==> config.mk <==
export PLATFORM = sky130hd
export DESIGN_NAME = bcd2sec_seq_flat
export DESIGN_NICKNAME = d
export VERILOG_FILES = /design/src/rtl/clock_pkg.sv /design/src/rtl/bcd2sec_seq_if.sv /design/src/rtl/bcd2sec_seq_check.sv /design/src/rtl/bcd2sec_seq.sv /design/src/flat_wrapper.sv
export SDC_FILE = /design/constraint.sdc
export NUM_CORES = 1
export LEC_CHECK = 0
export ABC_CLOCK_PERIOD_IN_PS = 3150
export CAP_MARGIN = 15
export CORE_ASPECT_RATIO = 1.4
export CORE_MARGIN = 2
export CORE_UTILIZATION = 53
export DETAILED_ROUTE_END_ITERATION = 6
export HOLD_SLACK_MARGIN = 0.12
export MAX_ROUTING_LAYER = met4
export PLACE_DENSITY = 0.78
export RECOVER_POWER = 25
export SLEW_MARGIN = 40
export SYNTH_ARGS = -nofsm -noshare
export SYNTH_HDL_FRONTEND = slang
export SYNTH_SLANG_ARGS = --single-unit
export TNS_END_PERCENT = 50
==> constraint.sdc <==
create_clock -name clk -period 3.15 [get_ports clk]
set_input_delay 0.63 -clock clk [delete_from_list [all_inputs] [get_ports clk]]
set_output_delay 0.63 -clock clk [all_outputs]
set_load 0.005 [all_outputs]
==> src/rtl/clock_pkg.sv <==
// -----------------------------------------------------------------------------
// clock_pkg
// Shared definitions for the time-of-day clock datapath: the default seconds
// width, time-unit constants, the BCD digit type and the state encoding of the
// BCD-to-seconds converter.
// No ports (package).
// -----------------------------------------------------------------------------
package clock_pkg;

    // 2^17 = 131072 covers a full day (86399 is the largest seconds-of-day).
    localparam int SEC_W        = 17;
    localparam int SEC_PER_DAY  = 86400;
    localparam int SEC_PER_HOUR = 3600;
    localparam int SEC_PER_MIN  = 60;

    typedef logic [3:0] bcd_digit_t;

    typedef enum logic [1:0] {
        IDLE,
        CHECK,
        ACC,
        DONE
    } state_t;

endpackage

==> src/rtl/bcd2sec_seq_if.sv <==
// -----------------------------------------------------------------------------
// bcd2sec_seq_if
// Handshake bundle between the time-entry logic and the BCD-to-seconds
// converter.
//   in_valid / in_ready   : digit set offered / accepted
//   h1,h2,m1,m2,s1,s2     : BCD digits HH:MM:SS (tens, units)
//   out_valid / out_ready : result offered / taken
//   seconds               : binary seconds-of-day (0 when err)
//   err                   : digit set was not a legal time
// The master modport is the producer of digits and consumer of results;
// the slave modport is the converter itself.
// -----------------------------------------------------------------------------
interface bcd2sec_seq_if
    import clock_pkg::*;
#(
    parameter int SEC_W = clock_pkg::SEC_W
);

    logic             in_valid;
    logic             in_ready;
    bcd_digit_t       h1;
    bcd_digit_t       h2;
    bcd_digit_t       m1;
    bcd_digit_t       m2;
    bcd_digit_t       s1;
    bcd_digit_t       s2;
    logic             out_valid;
    logic             out_ready;
    logic [SEC_W-1:0] seconds;
    logic             err;

    modport master (
        output in_valid, h1, h2, m1, m2, s1, s2, out_ready,
        input  in_ready, out_valid, seconds, err
    );

    modport slave (
        input  in_valid, h1, h2, m1, m2, s1, s2, out_ready,
        output in_ready, out_valid, seconds, err
    );

endinterface

==> src/rtl/bcd2sec_seq_check.sv <==
// -----------------------------------------------------------------------------
// bcd_time_check
// Purely combinational validator for an HH:MM:SS BCD digit set. Shared with
// the alarm-set path.
//   h1,h2,m1,m2,s1,s2 : BCD digits (tens, units of hours, minutes, seconds)
//   valid             : 1 when every digit is decimal, hours < HOURS and the
//                       minute/second tens digits are at most 5
// -----------------------------------------------------------------------------
module bcd_time_check
    import clock_pkg::*;
#(
    parameter int HOURS = 24
) (
    input  bcd_digit_t h1,
    input  bcd_digit_t h2,
    input  bcd_digit_t m1,
    input  bcd_digit_t m2,
    input  bcd_digit_t s1,
    input  bcd_digit_t s2,
    output logic       valid
);

    // Minute and second tens digits run 0..5.
    localparam int TENS_LIMIT = SEC_PER_MIN / 10;

    logic       digits_ok;
    logic [7:0] hours_bin;

    always_comb begin
        digits_ok = (h1 <= 4'd9) && (h2 <= 4'd9) &&
                    (m1 <= 4'd9) && (m2 <= 4'd9) &&
                    (s1 <= 4'd9) && (s2 <= 4'd9);
        // Largest possible value is 15*10+15 = 165, fits in 8 bits.
        hours_bin = ({4'd0, h1} * 8'd10) + {4'd0, h2};
        valid     = digits_ok &&
                    (int'(hours_bin) < HOURS) &&
                    (int'(m1) < TENS_LIMIT) &&
                    (int'(s1) < TENS_LIMIT);
    end

endmodule

==> src/rtl/bcd2sec_seq.sv <==
// -----------------------------------------------------------------------------
// bcd2sec_seq
// Converts six BCD digits HH:MM:SS into a binary seconds-of-day count.
// The digit set is latched on accept, validated in one cycle, then folded into
// an accumulator one digit per cycle (x10 / x6 by shift-add), so a valid set
// produces its result 7 cycles after accept and an invalid one after 2.
//   clk   : system clock
//   rst   : synchronous reset, active-high
//   bus   : slave side of bcd2sec_seq_if (input and output valid/ready,
//           digits, seconds, err)
// -----------------------------------------------------------------------------
module bcd2sec_seq
    import clock_pkg::*;
#(
    parameter int SEC_W = clock_pkg::SEC_W,
    parameter int HOURS = SEC_PER_DAY / SEC_PER_HOUR
) (
    input  logic         clk,
    input  logic         rst,
    bcd2sec_seq_if.slave bus
);

    state_t           state_q, state_d;
    bcd_digit_t       dig_q [6];
    bcd_digit_t       dig_d [6];
    logic [SEC_W-1:0] acc_q, acc_d;
    logic [SEC_W-1:0] seconds_q, seconds_d;
    logic [2:0]       step_q, step_d;
    logic             err_q, err_d;

    logic             time_valid;
    bcd_digit_t       cur_digit;
    logic [SEC_W-1:0] acc_x2;
    logic [SEC_W-1:0] scaled;
    logic [SEC_W-1:0] acc_next;

    // Digit order in dig_q: 0=h1 1=h2 2=m1 3=m2 4=s1 5=s2.
    bcd_time_check #(
        .HOURS (HOURS)
    ) u_check (
        .h1    (dig_q[0]),
        .h2    (dig_q[1]),
        .m1    (dig_q[2]),
        .m2    (dig_q[3]),
        .s1    (dig_q[4]),
        .s2    (dig_q[5]),
        .valid (time_valid)
    );

    // One accumulation step: even steps bring in a units digit (x10), odd
    // steps cross a minute/second boundary whose tens digit is base 6 (x6).
    always_comb begin
        acc_x2 = acc_q << 1;
        if (step_q[0]) begin
            scaled = (acc_q << 2) + acc_x2;
        end else begin
            scaled = (acc_q << 3) + acc_x2;
        end
        case (step_q)
            3'd0:    cur_digit = dig_q[1];
            3'd1:    cur_digit = dig_q[2];
            3'd2:    cur_digit = dig_q[3];
            3'd3:    cur_digit = dig_q[4];
            default: cur_digit = dig_q[5];
        endcase
        acc_next = scaled + SEC_W'(cur_digit);
    end

    // Next-state and datapath control.
    always_comb begin
        state_d   = state_q;
        dig_d     = dig_q;
        acc_d     = acc_q;
        seconds_d = seconds_q;
        step_d    = step_q;
        err_d     = err_q;

        case (state_q)
            IDLE: begin
                if (bus.in_valid) begin
                    dig_d[0] = bus.h1;
                    dig_d[1] = bus.h2;
                    dig_d[2] = bus.m1;
                    dig_d[3] = bus.m2;
                    dig_d[4] = bus.s1;
                    dig_d[5] = bus.s2;
                    state_d  = CHECK;
                end
            end
            CHECK: begin
                if (!time_valid) begin
                    err_d     = 1'b1;
                    seconds_d = '0;
                    state_d   = DONE;
                end else begin
                    acc_d   = SEC_W'(dig_q[0]);
                    step_d  = 3'd0;
                    err_d   = 1'b0;
                    state_d = ACC;
                end
            end
            ACC: begin
                acc_d = acc_next;
                if (step_q == 3'd4) begin
                    seconds_d = acc_next;
                    state_d   = DONE;
                end else begin
                    step_d = step_q + 3'd1;
                end
            end
            DONE: begin
                if (bus.out_ready) begin
                    state_d = IDLE;
                end
            end
            default: state_d = IDLE;
        endcase
    end

    // State registers; reset abandons any conversion in flight.
    always_ff @(posedge clk) begin
        if (rst) begin
            state_q   <= IDLE;
            dig_q     <= '{default: '0};
            acc_q     <= '0;
            seconds_q <= '0;
            step_q    <= '0;
            err_q     <= 1'b0;
        end else begin
            state_q   <= state_d;
            dig_q     <= dig_d;
            acc_q     <= acc_d;
            seconds_q <= seconds_d;
            step_q    <= step_d;
            err_q     <= err_d;
        end
    end

    assign bus.in_ready  = (state_q == IDLE);
    assign bus.out_valid = (state_q == DONE);
    assign bus.seconds   = seconds_q;
    assign bus.err       = err_q;

endmodule

==> src/flat_wrapper.sv <==
// flat-port wrapper written by rule: the top's interface ports become plain ports
module bcd2sec_seq_flat import clock_pkg::*;
#(
    parameter int SEC_W = clock_pkg::SEC_W,
    parameter int HOURS = SEC_PER_DAY / SEC_PER_HOUR
)
  (clk, rst, bus_in_valid, bus_h1, bus_h2, bus_m1, bus_m2, bus_s1, bus_s2, bus_out_ready, bus_in_ready, bus_out_valid, bus_seconds, bus_err);
  bcd2sec_seq_if #(.SEC_W(SEC_W)) bus_i ();
  input  logic clk;
  input  logic rst;
  input wire logic [$bits(bus_i.in_valid)-1:0] bus_in_valid;
  input wire logic [$bits(bus_i.h1)-1:0] bus_h1;
  input wire logic [$bits(bus_i.h2)-1:0] bus_h2;
  input wire logic [$bits(bus_i.m1)-1:0] bus_m1;
  input wire logic [$bits(bus_i.m2)-1:0] bus_m2;
  input wire logic [$bits(bus_i.s1)-1:0] bus_s1;
  input wire logic [$bits(bus_i.s2)-1:0] bus_s2;
  input wire logic [$bits(bus_i.out_ready)-1:0] bus_out_ready;
  output wire logic [$bits(bus_i.in_ready)-1:0] bus_in_ready;
  output wire logic [$bits(bus_i.out_valid)-1:0] bus_out_valid;
  output wire logic [$bits(bus_i.seconds)-1:0] bus_seconds;
  output wire logic [$bits(bus_i.err)-1:0] bus_err;
  assign bus_i.in_valid = bus_in_valid;
  assign bus_i.h1 = bus_h1;
  assign bus_i.h2 = bus_h2;
  assign bus_i.m1 = bus_m1;
  assign bus_i.m2 = bus_m2;
  assign bus_i.s1 = bus_s1;
  assign bus_i.s2 = bus_s2;
  assign bus_i.out_ready = bus_out_ready;
  assign bus_in_ready = bus_i.in_ready;
  assign bus_out_valid = bus_i.out_valid;
  assign bus_seconds = bus_i.seconds;
  assign bus_err = bus_i.err;
  bcd2sec_seq #(.SEC_W(SEC_W), .HOURS(HOURS)) u_core (.clk(clk), .rst(rst), .bus(bus_i));
endmodule
Word level (Yosys, flattened, before mapping)
Index checks and enable logic that the tools add are counted.

storage, ports and cells
  register bits = 63
  bits in latches = 0
  RAM bits = 0
  bits in read-only memories = 0
  bits of input ports = 28
  output and inout port bits = 20
  word-level logic and storage cells = 71
  memories = 0

cells by class
  add/sub/neg operators = 5
  multipliers = 1
  divide/modulo/power cells = 0
  magnitude comparators = 9
  eq/ne operators = 13
  shift operators = 0
  mux-type cells = 16
  bitwise gates (word level) = 0
  reduce and logical (&&, ||, !) cells = 16

operators by type and width
  kind                                                    count
  2-to-1 mux 17 bit                                       3
  adder 17 bit                                            2
  case mux 17 bit (2 select lines)                        1
  case mux 16 bit (2 select lines)                        1
  less-or-equal comparator 4 bit (second input constant)  6
  adder 17 x 4 -> 17 bit                                  1
  2-to-1 mux 16 bit                                       1
  case mux 4 bit (4 select lines)                         1
  AND reduction 3 bit                                     3
  adder 8 x 4 -> 8 bit                                    1
  logical AND 1 bit                                       8
  < comparator 4 x 3 -> 1 bit (second input constant)     2
  < comparator 8 x 5 -> 1 bit (second input constant)     1
  inequality test 2 bit (second input constant)           4
  case mux 2 bit (4 select lines)                         1
  multiplier 4 x 3 -> 7 bit (second input constant)       1
  equality test 3 x 2 -> 1 bit (second input constant)    2
  2-to-1 mux 2 bit                                        3
  2-to-1 mux 3 bit                                        2
  case mux 3 bit (2 select lines)                         1
  equality test 2 bit (second input constant)             2
  inequality test 2 x 1 -> 1 bit (second input constant)  2
  AND reduction 2 bit                                     2
  adder 3 x 1 -> 3 bit (second input constant)            1
  other kinds (7)                                         8

Depth between registers and ports, before layout
  word-level depth = 11
  mapped depth = 16
  mapped depth without buffers = 15

Modules after synthesis
A second synthesis with hierarchy kept.

second synthesis, totals
  cell total of the unflattened synthesis = 626
  area total of the unflattened synthesis = 4,774.6 um^2

modules (own cells, without submodules)
  module          times used  cells an instance  area each (um^2)
  bcd2sec_seq     1           593                4,494.3
  bcd_time_check  1           33                 280.3

Worst setup path before layout
No wires, ideal clock.

  path type = reg-to-reg
  start point = register u_core.step_q[0]
  end point = register u_core.acc_q[13]
  data arrival time = 2.952 ns
  required time = 3.022 ns
  setup slack = 0.071 ns
  cell stages (with the launch flop) = 16
  clock period less this slack = 3.079 ns
  cell sequence = dfxtp_1 > inv_1 > buf_2 > ha_1 > nor3_1 > o21bai_1 > a21oi_1 > ha_1 > fa_1 > a21oi_1 > nor2_1 > and4b_1 > nor4b_4 > xor2_1 > a31oi_1 > nor2_1

on the way
  cells in the longest elaborated chain, start to end = 4
  elaborated cells between the ends (all ways) = 8
  those cells by class = 1 x add/sub; 3 x eq/ne; 3 x mux; 1 x reduce/logical

RTL lines
  what                                                  RTL line            text
  start, declared                                       bcd2sec_seq.sv:28   logic [2:0] step_q, step_d;
  start signal, assigned                                bcd2sec_seq.sv:134  step_q <= step_d;
  equality test 3 x 2 -> 1 bit (tied with other cells)  bcd2sec_seq.sv:59   case (step_q)
  case mux 4 bit (4 select lines)                       bcd2sec_seq.sv:59
  adder 17 x 4 -> 17 bit *                              bcd2sec_seq.sv:66   acc_next = scaled + SEC_W'(cur_digit);
  case mux 16 bit (2 select lines) *                    bcd2sec_seq.sv:78   case (state_q)
  end signal, assigned                                  bcd2sec_seq.sv:125  acc_q <= '0;
  end signal, assigned                                  bcd2sec_seq.sv:132  acc_q <= acc_d;
  end, declared                                         bcd2sec_seq.sv:26   logic [SEC_W-1:0] acc_q, acc_d;

Every way passes the cells marked *; elsewhere a longest branch is shown, timed or not.
A chain may end at the register's enable or synchronous reset.

Worst setup path after layout
  start point = register u_core.step_q[1]
  end point = register u_core.seconds_q[12], in the netlist u_core.bus.seconds[12]

on the way
  cells in the longest elaborated chain, start to end = 5
  elaborated cells between the ends (all ways) = 11
  those cells by class = 1 x add/sub; 5 x eq/ne; 3 x mux; 2 x reduce/logical

RTL lines
  what                                                  RTL line            text
  equality test 3 x 2 -> 1 bit (tied with other cells)  bcd2sec_seq.sv:59
  case mux 4 bit (4 select lines)                       bcd2sec_seq.sv:59
  adder 17 x 4 -> 17 bit                                bcd2sec_seq.sv:66
  2-to-1 mux 17 bit                                     bcd2sec_seq.sv:104  if (step_q == 3'd4) begin
  case mux 17 bit (2 select lines)                      bcd2sec_seq.sv:78
  end signal, assigned                                  bcd2sec_seq.sv:133  seconds_q <= seconds_d;
  end, declared                                         bcd2sec_seq.sv:27   logic [SEC_W-1:0] seconds_q, seconds_d;

Several ways; a longest one is shown, not always the timed one. The select of a mux whose other input is x is not followed.

==> flow_summary.json <==
{
  "numCtsBuffers": 9,
  "outcome": "finished, violations left",
  "cp_slowest_cell": "a222oi_1",
  "max_freq_mhz": 300,
  "dr.pass1.iters": 7,
  "die_area_sq_mm": 0.00990,
  "yosys_warnings": 0,
  "ant_nets": 0,
  "grt_max_degree": 41,
  "antenna_found_initial": 0,
  "r2r_cells": 15,
  "clk_pin_slew_ps": 50,
  "drc": 0,
  "ys_seq_elements": 63,
  "ys_seq_area_share_pct": 26.1,
  "io_buffers": 47,
  "finalSetupViolations": 13,
  "maxCapViolCount": 0,
  "place_ws_ps": -107,
  "synth_edf_count": 0,
  "period_needed_ps": 3340,
  "dp_cells": 760,
  "violations": "setup timing",
  "worstHoldPathType": "reg -> reg",
  "p_per_area_mw_per_mm2": 614,
  "globalplace.congestion": 0.944,
  "placed_area_sq_mm": 0.00561,
  "slew_headroom_pct": 46.8,
  "worstPathRequired_ps": 3350,
  "rows": 41,
  "fin_total_pwr_mw": 3.85,
  "synth_most_common_cell": "nand2_1",
  "endpoint_kind": "flip-flop",
  "cp-endpoint": "u_core.bus.seconds[12]",
  "ctsHoldBuffers": 0,
  "netlist-cell-type-count": 76,
  "fin_skew_ps": 5.62,
  "wl_per_cell_microns": 18.7,
  "clk_latency_ps": 340,
  "synth_area_per_cell_sq_um": 8.10,
  "fin_cells": 784,
  "ff2ff_setup_slack_ps": -190,
  "overflow": 0,
  "coreArea_sq_mm": 0.00893,
  "syn_inst": 596,
  "synth_area_leaders": "dfxtp_1 26%, ha_1 12%, a21oi_1 6.9%, nand2_1 6.0%, nor2_1 3.9%",
  "synth_fp_nets": 673,
  "peakVddDrop_mv": 0.603,
  "setup_ws_ps": -186,
  "synth_ff_type": "dfxtp_1",
  "crit_path_frequent_cell": "a21oi_2",
  "yosysTopAreaCell": "dfxtp_1",
  "cts_tree": "built",
  "r2r-start": "u_core.step_q[1]",
  "drtIter0Drc": 300,
  "p_leak_nw": 2.64,
  "cp.arrival_ps": 3540,
  "final_nets": 749,
  "start_util_pct": 54.1,
  "critPathMaxStageDelay_ps": 460,
  "cp-startpoint": "u_core.step_q[1]",
  "cp_max_fo": 5,
  "drive_gt1_share_pct": 19.5,
  "numClockSinks": 63,
  "rsz0062_at_grt": "yes",
  "die_h_microns": 117,
  "syn_area_sq_mm": 0.00483,
  "dp_hpwl_microns": 9900,
  "hold_viol_final": 0,
  "path_cells": "inv_2 -> ha_4 -> a222oi_1 -> nor2_1 -> a21oi_2 -> a21oi_2 -> ha_1 -> a21o_1 -> a21oi_2 -> nor2_2 -> nand4b_1 -> nor3_2 -> xor2_1 -> nand3b_1 -> a21oi_1",
  "slew_violations": 0,
  "grt_pass1_wl_microns": 22000,
  "pin_count": 48,
  "cts_buffer_depth": 2,
  "antenna_cells": 0,
  "tightest_slew_ps": 797,
  "seqCellArea_sq_mm": 0.00127,
  "stdcell_area_sq_mm": 0.00626,
  "synth_top_area_share_pct": 26.1,
  "root_buffer": "clkbuf_16",
  "synth_common_cells": "77 x nand2_1, 67 x a21oi_1, 63 x dfxtp_1",
  "grt_pass1_vias": 4910,
  "area.growth.synth_to_final_pct": 29.6,
  "worstSetupPathType": "reg -> reg",
  "via_per_inst": 6.38,
  "grt_usage_pct": 28.3,
  "multi_input_area_sq_mm": 0.00361,
  "htreeDepth": 3,
  "r2r_end": "u_core.bus.seconds[12]",
  "fillers": 680,
  "post-route-period-util_pct": 106,
  "fp.dieW_microns": 84.7,
  "wl_microns": 14700,
  "async_flop_share_pct": 0,
  "startpoint_type": "flip-flop",
  "finalSetupTns_ps": -1270,
  "vias": 4998
}
-- state kept, by name, summed over array words and instances, names as in the netlist --
name,flops
u_core.bus.err,1
u_core.step_q,3
u_core.dig_q,24
u_core.state_q,2
u_core.acc_q,16
u_core.bus.seconds,17
-- power breakdown --
| group | internal [mW] | switching [mW] |
|---|---|---|
| logic | 0.715 | 0.979 |
| registers | 0.894 | 0.0998 |
| clock network | 0.775 | 0.384 |
-- layout by cell type, fill, tap and decap left out, types with 7 or more instances in the layout --
master | netlist | layout
nand2_1 | 77 | 77
a21oi_1 | 67 | 59
dfxtp_1 | 63 | 57
nor2_1 | 50 | 46
buf_4 | 0 | 43
ha_1 | 45 | 39
clkdlybuf4s50_1 | 0 | 30
o21ai_0 | 22 | 20
mux2i_1 | 18 | 18
dlygate4sd3_1 | 0 | 16
inv_1 | 15 | 13
nand2b_1 | 12 | 12
xnor2_1 | 14 | 12
a211oi_1 | 11 | 10
nor3_1 | 13 | 10
nand3_1 | 10 | 10
a21oi_2 | 3 | 10
xor2_1 | 10 | 9
clkbuf_16 | 0 | 9
a21o_1 | 8 | 8
o211ai_1 | 8 | 8
nand3b_1 | 7 | 7
and2_1 | 7 | 7
-- routing by layer --
layer	global-route usage [%]	vias up	part of all wire (%)
met5	-	-	0
met4	18.1	0	5.7
met3	4.28	72	4.8
met2	51.7	210	52
met1	28.1	2392	37
li1	-	2324	-
-- how the worst min path moves through the flow --
stage | start | to | slack (ps) | cells past startpoint
CTS | u_core.dig_q[8] | u_core.dig_q[8] | 460 | 2
finish | u_core.dig_q[8] | u_core.dig_q[8] | 460 | 2
global route | u_core.dig_q[4] | u_core.dig_q[4] | 480 | 2
global placement | u_core.dig_q[8] | u_core.dig_q[8] | 450 | 2
detailed placement | u_core.dig_q[8] | u_core.dig_q[8] | 450 | 2
floorplan | u_core.dig_q[16] | u_core.dig_q[16] | 440 | 2
-- repair_timing --
item | in CTS | in global routing
resized for setup | 14 | 44
setup buffers | 1 | 7
pin swaps | 3 | 26
endpoints found under the setup margin | 35 | 36
endpoints found under the hold margin | 0 | 0
-- per-stage QoR --
step                      util, %  hold WS (ps)
after global routing         70.1           485
after detailed placement     62.9           448
final                        70.1           461
after floorplan                 -           436
after global placement       62.9           445
after CTS                    67.3           456
-- cells by family (layout without fill, tap and decap cells) --
family,after synthesis,count (layout),share of synthesized area (%)
compound gates,174,174,25.0
xor+xnor,24,24,4.35
fa+ha+maj,49,49,13.3
buf+inv,43,124,3.57
flops,63,63,26.1
mux,19,19,3.96
simple gates,224,224,23.7
-- critical path, delay by kind of cell, from the launching register on --
family          cells  cell delay, ps
simple gates        5             950
xor+xnor            1             260
compound gates      6            1010
buf+inv             1              90
fa+ha+maj           2             490
flops               1             410
-- final cells by class --
cell class	instances	area share [%]
Clock buffer	9	3.60
Sequential cell	63	20.3
Inverter	15	0.959
Multi-Input combinational cell	490	57.7
Clock inverter	7	1.94
Timing Repair Buffer	93	13.4
Tap cell	107	2.14
No activity file was read; power rests on OpenSTA's default activity.
==> edit: new RTL, config.mk and constraints unchanged <==
Re-encode `state_t` (4 states) as one-hot, 4 bits wide.
--- a/src/rtl/clock_pkg.sv
+++ b/src/rtl/clock_pkg.sv
@@ -17,7 +17,7 @@
 
-    typedef enum logic [1:0] {
-        IDLE,
-        CHECK,
-        ACC,
-        DONE
+    typedef enum logic [3:0] {
+        IDLE  = 4'b0001,
+        CHECK = 4'b0010,
+        ACC   = 4'b0100,
+        DONE  = 4'b1000
     } state_t;
Formal check against the unedited RTL: same outputs for any inputs over 10 cycles, from zero or initial values and one cycle with rst high; not proved beyond that.
==> edit against the original RTL <==
The flow still finishes with violations (setup timing); final area grew 0.48%; setup slack improved by 0.065 ns; area after synthesis shrank 0.91%; sequential cell count is 2 higher; sequential share of layout area increased by 0.62 points; die area shrank 0.87%; critical path depth rose by 1; hold slack got worse by 0.0098 ns; wire length rose by 0.95%.
Power is not compared: it rests on default switching activity, and its combinational part moved more than twofold at a synthesized area within 25%.
==> edit: results (changes against the original RTL) <==
status: "complete, but fails checks"
violations: "setup timing"
drive_above_1_share_pct: 20.9  # +1.4 points
fin_skew_ns: 0.00423  # -0.00139 ns
path_delay_family: "compound AO/OA/AOI/OAI gates"
drtPass1Iterations: 5  # -2
largest_reg_flops: 24  # unchanged
antenna_found_initial: 0  # unchanged
hp-class: "reg2reg"
postRouteWirelength_um: 14800  # +0.95%
place.gp.congestion: 0.990  # +4.9%
slowest_stage: "ha_1"
max_stage_delay_ns: 0.40  # -0.06 ns
synth_edf_count: 0  # unchanged
finalSetupTns_ns: -0.375  # +0.895 ns
p_leak_uw: 0.00257
seq_area_frac_synth_pct: 27.2  # +1.1 points
vias_per_cell: 6.22  # -2.4%
setup_violations: 6  # -7
yosysWarnings: 0  # unchanged
grt_usage_pct: 30.2  # +1.9 points
hpwl_um: 10500  # +6.3%
grt_start_max_net_pins: 38  # -7.3%
synthArstFlopShare_pct: 0  # unchanged
fin_ws_ns: -0.121  # +0.0651 ns
max_slew_margin_pct: 48.8  # +2.0 points
arrival_ns: 3.52  # -0.02 ns
port_buffers: 47  # unchanged
syn_nets: 676  # +0.45%
crit_fanout: 5  # unchanged
grt_pass1_vias: 4803  # -2.2%
regMostFlops: "u_core.dig_q"
nets: 766  # +2.3%
grt_pass1_wl_um: 23000  # +4.4%
ys_types: 72  # -5.3%
synth.area.top_cells: "dfxtp_1, ha_1, a21oi_1"
synth_common_cells: "nand2_1, a21oi_1, dfxtp_1"
place_ws_ns: -0.239  # -0.132 ns
first_iter_violations: 357  # +19%
ys.flop_type: "dfxtp_1"
==> edit: worst paths after layout <==
kind                                 to  cells after the start  slack (ns)             startpoint
setup / recovery       u_core.acc_q[15]                     16       -0.12       u_core.step_q[1]
hold / removal    u_core.bus.seconds[2]                      2        0.45  u_core.bus.seconds[2]
setup reg to reg       u_core.acc_q[15]                     16       -0.12       u_core.step_q[1]
hold reg to reg   u_core.bus.seconds[2]                      2        0.45  u_core.bus.seconds[2]
==> edit: per-layer routing <==
layer | GRT usage [%] | up-vias | routed length, um
li1 | - | 2375 | -
met5 | - | - | 0
met4 | 16.7 | 0 | 892
met2 | 54.7 | 202 | 7760
met3 | 4.95 | 67 | 660
met1 | 31.1 | 2367 | 5510
==> edit: tightest hold or removal path, delay by kind of cell, from the launching register on <==
| family | cells | cell delay, ns |
|---|---|---|
| compound gates | 1 | 0.05 |
| flops | 1 | 0.30 |
| simple gates | 1 | 0.05 |
==> edit: stage by stage <==
stage	hold WS, ns	std cells	utilization (%)	instance area (sq um)	total power (uW)
after floorplan	0.436	603	-	4830	1010
after global placement	0.444	778	63.8	5660	1100
after detailed placement	0.449	778	63.8	5660	1110
after CTS	0.456	797	68.2	6050	2050
after global routing	0.471	805	70.9	6290	2130
final	0.451	805	70.9	6290	2060
==> edit: power groups by stage <==
stage               clock network [uW]  registers (uW)  logic (uW)
floorplan                            0             887         127
global placement                     0             897         204
detailed placement                   0             898         210
CTS                                959             880         215
global route                       996             883         249
finish                             953             881         223
==> edit: kinds of logic (layout without fill, tap and decap cells) <==
kind of cell,after synthesis,count (layout),synth area share [%]
buf+inv,40,135,3.95
flops,65,65,27.2
xor+xnor,22,22,4.31
mux,14,14,3.42
fa+ha+maj,45,45,12.4
compound gates,179,179,24.1
simple gates,238,238,24.7
==> edit: cell type report <==
cell class | count | area, sq um
inverters | 13 | 51.3
fillers | 652 | 2580
flip-flops and latches | 65 | 1320
clock buffers | 15 | 279
multi-input cells | 498 | 3580
well taps | 107 | 134
clock inverters | 1 | 7.51
repair buffers | 106 | 927
==> edit: repair_timing <==
| action | 4_1_cts | 5_1_grt |
|---|---|---|
| endpoints found under the setup margin | 13 | 21 |
| resized for setup | 23 | 40 |
| endpoints found under the hold margin | 0 | 0 |
| setup buffers | 3 | 8 |
| pin swaps | 9 | 14 |
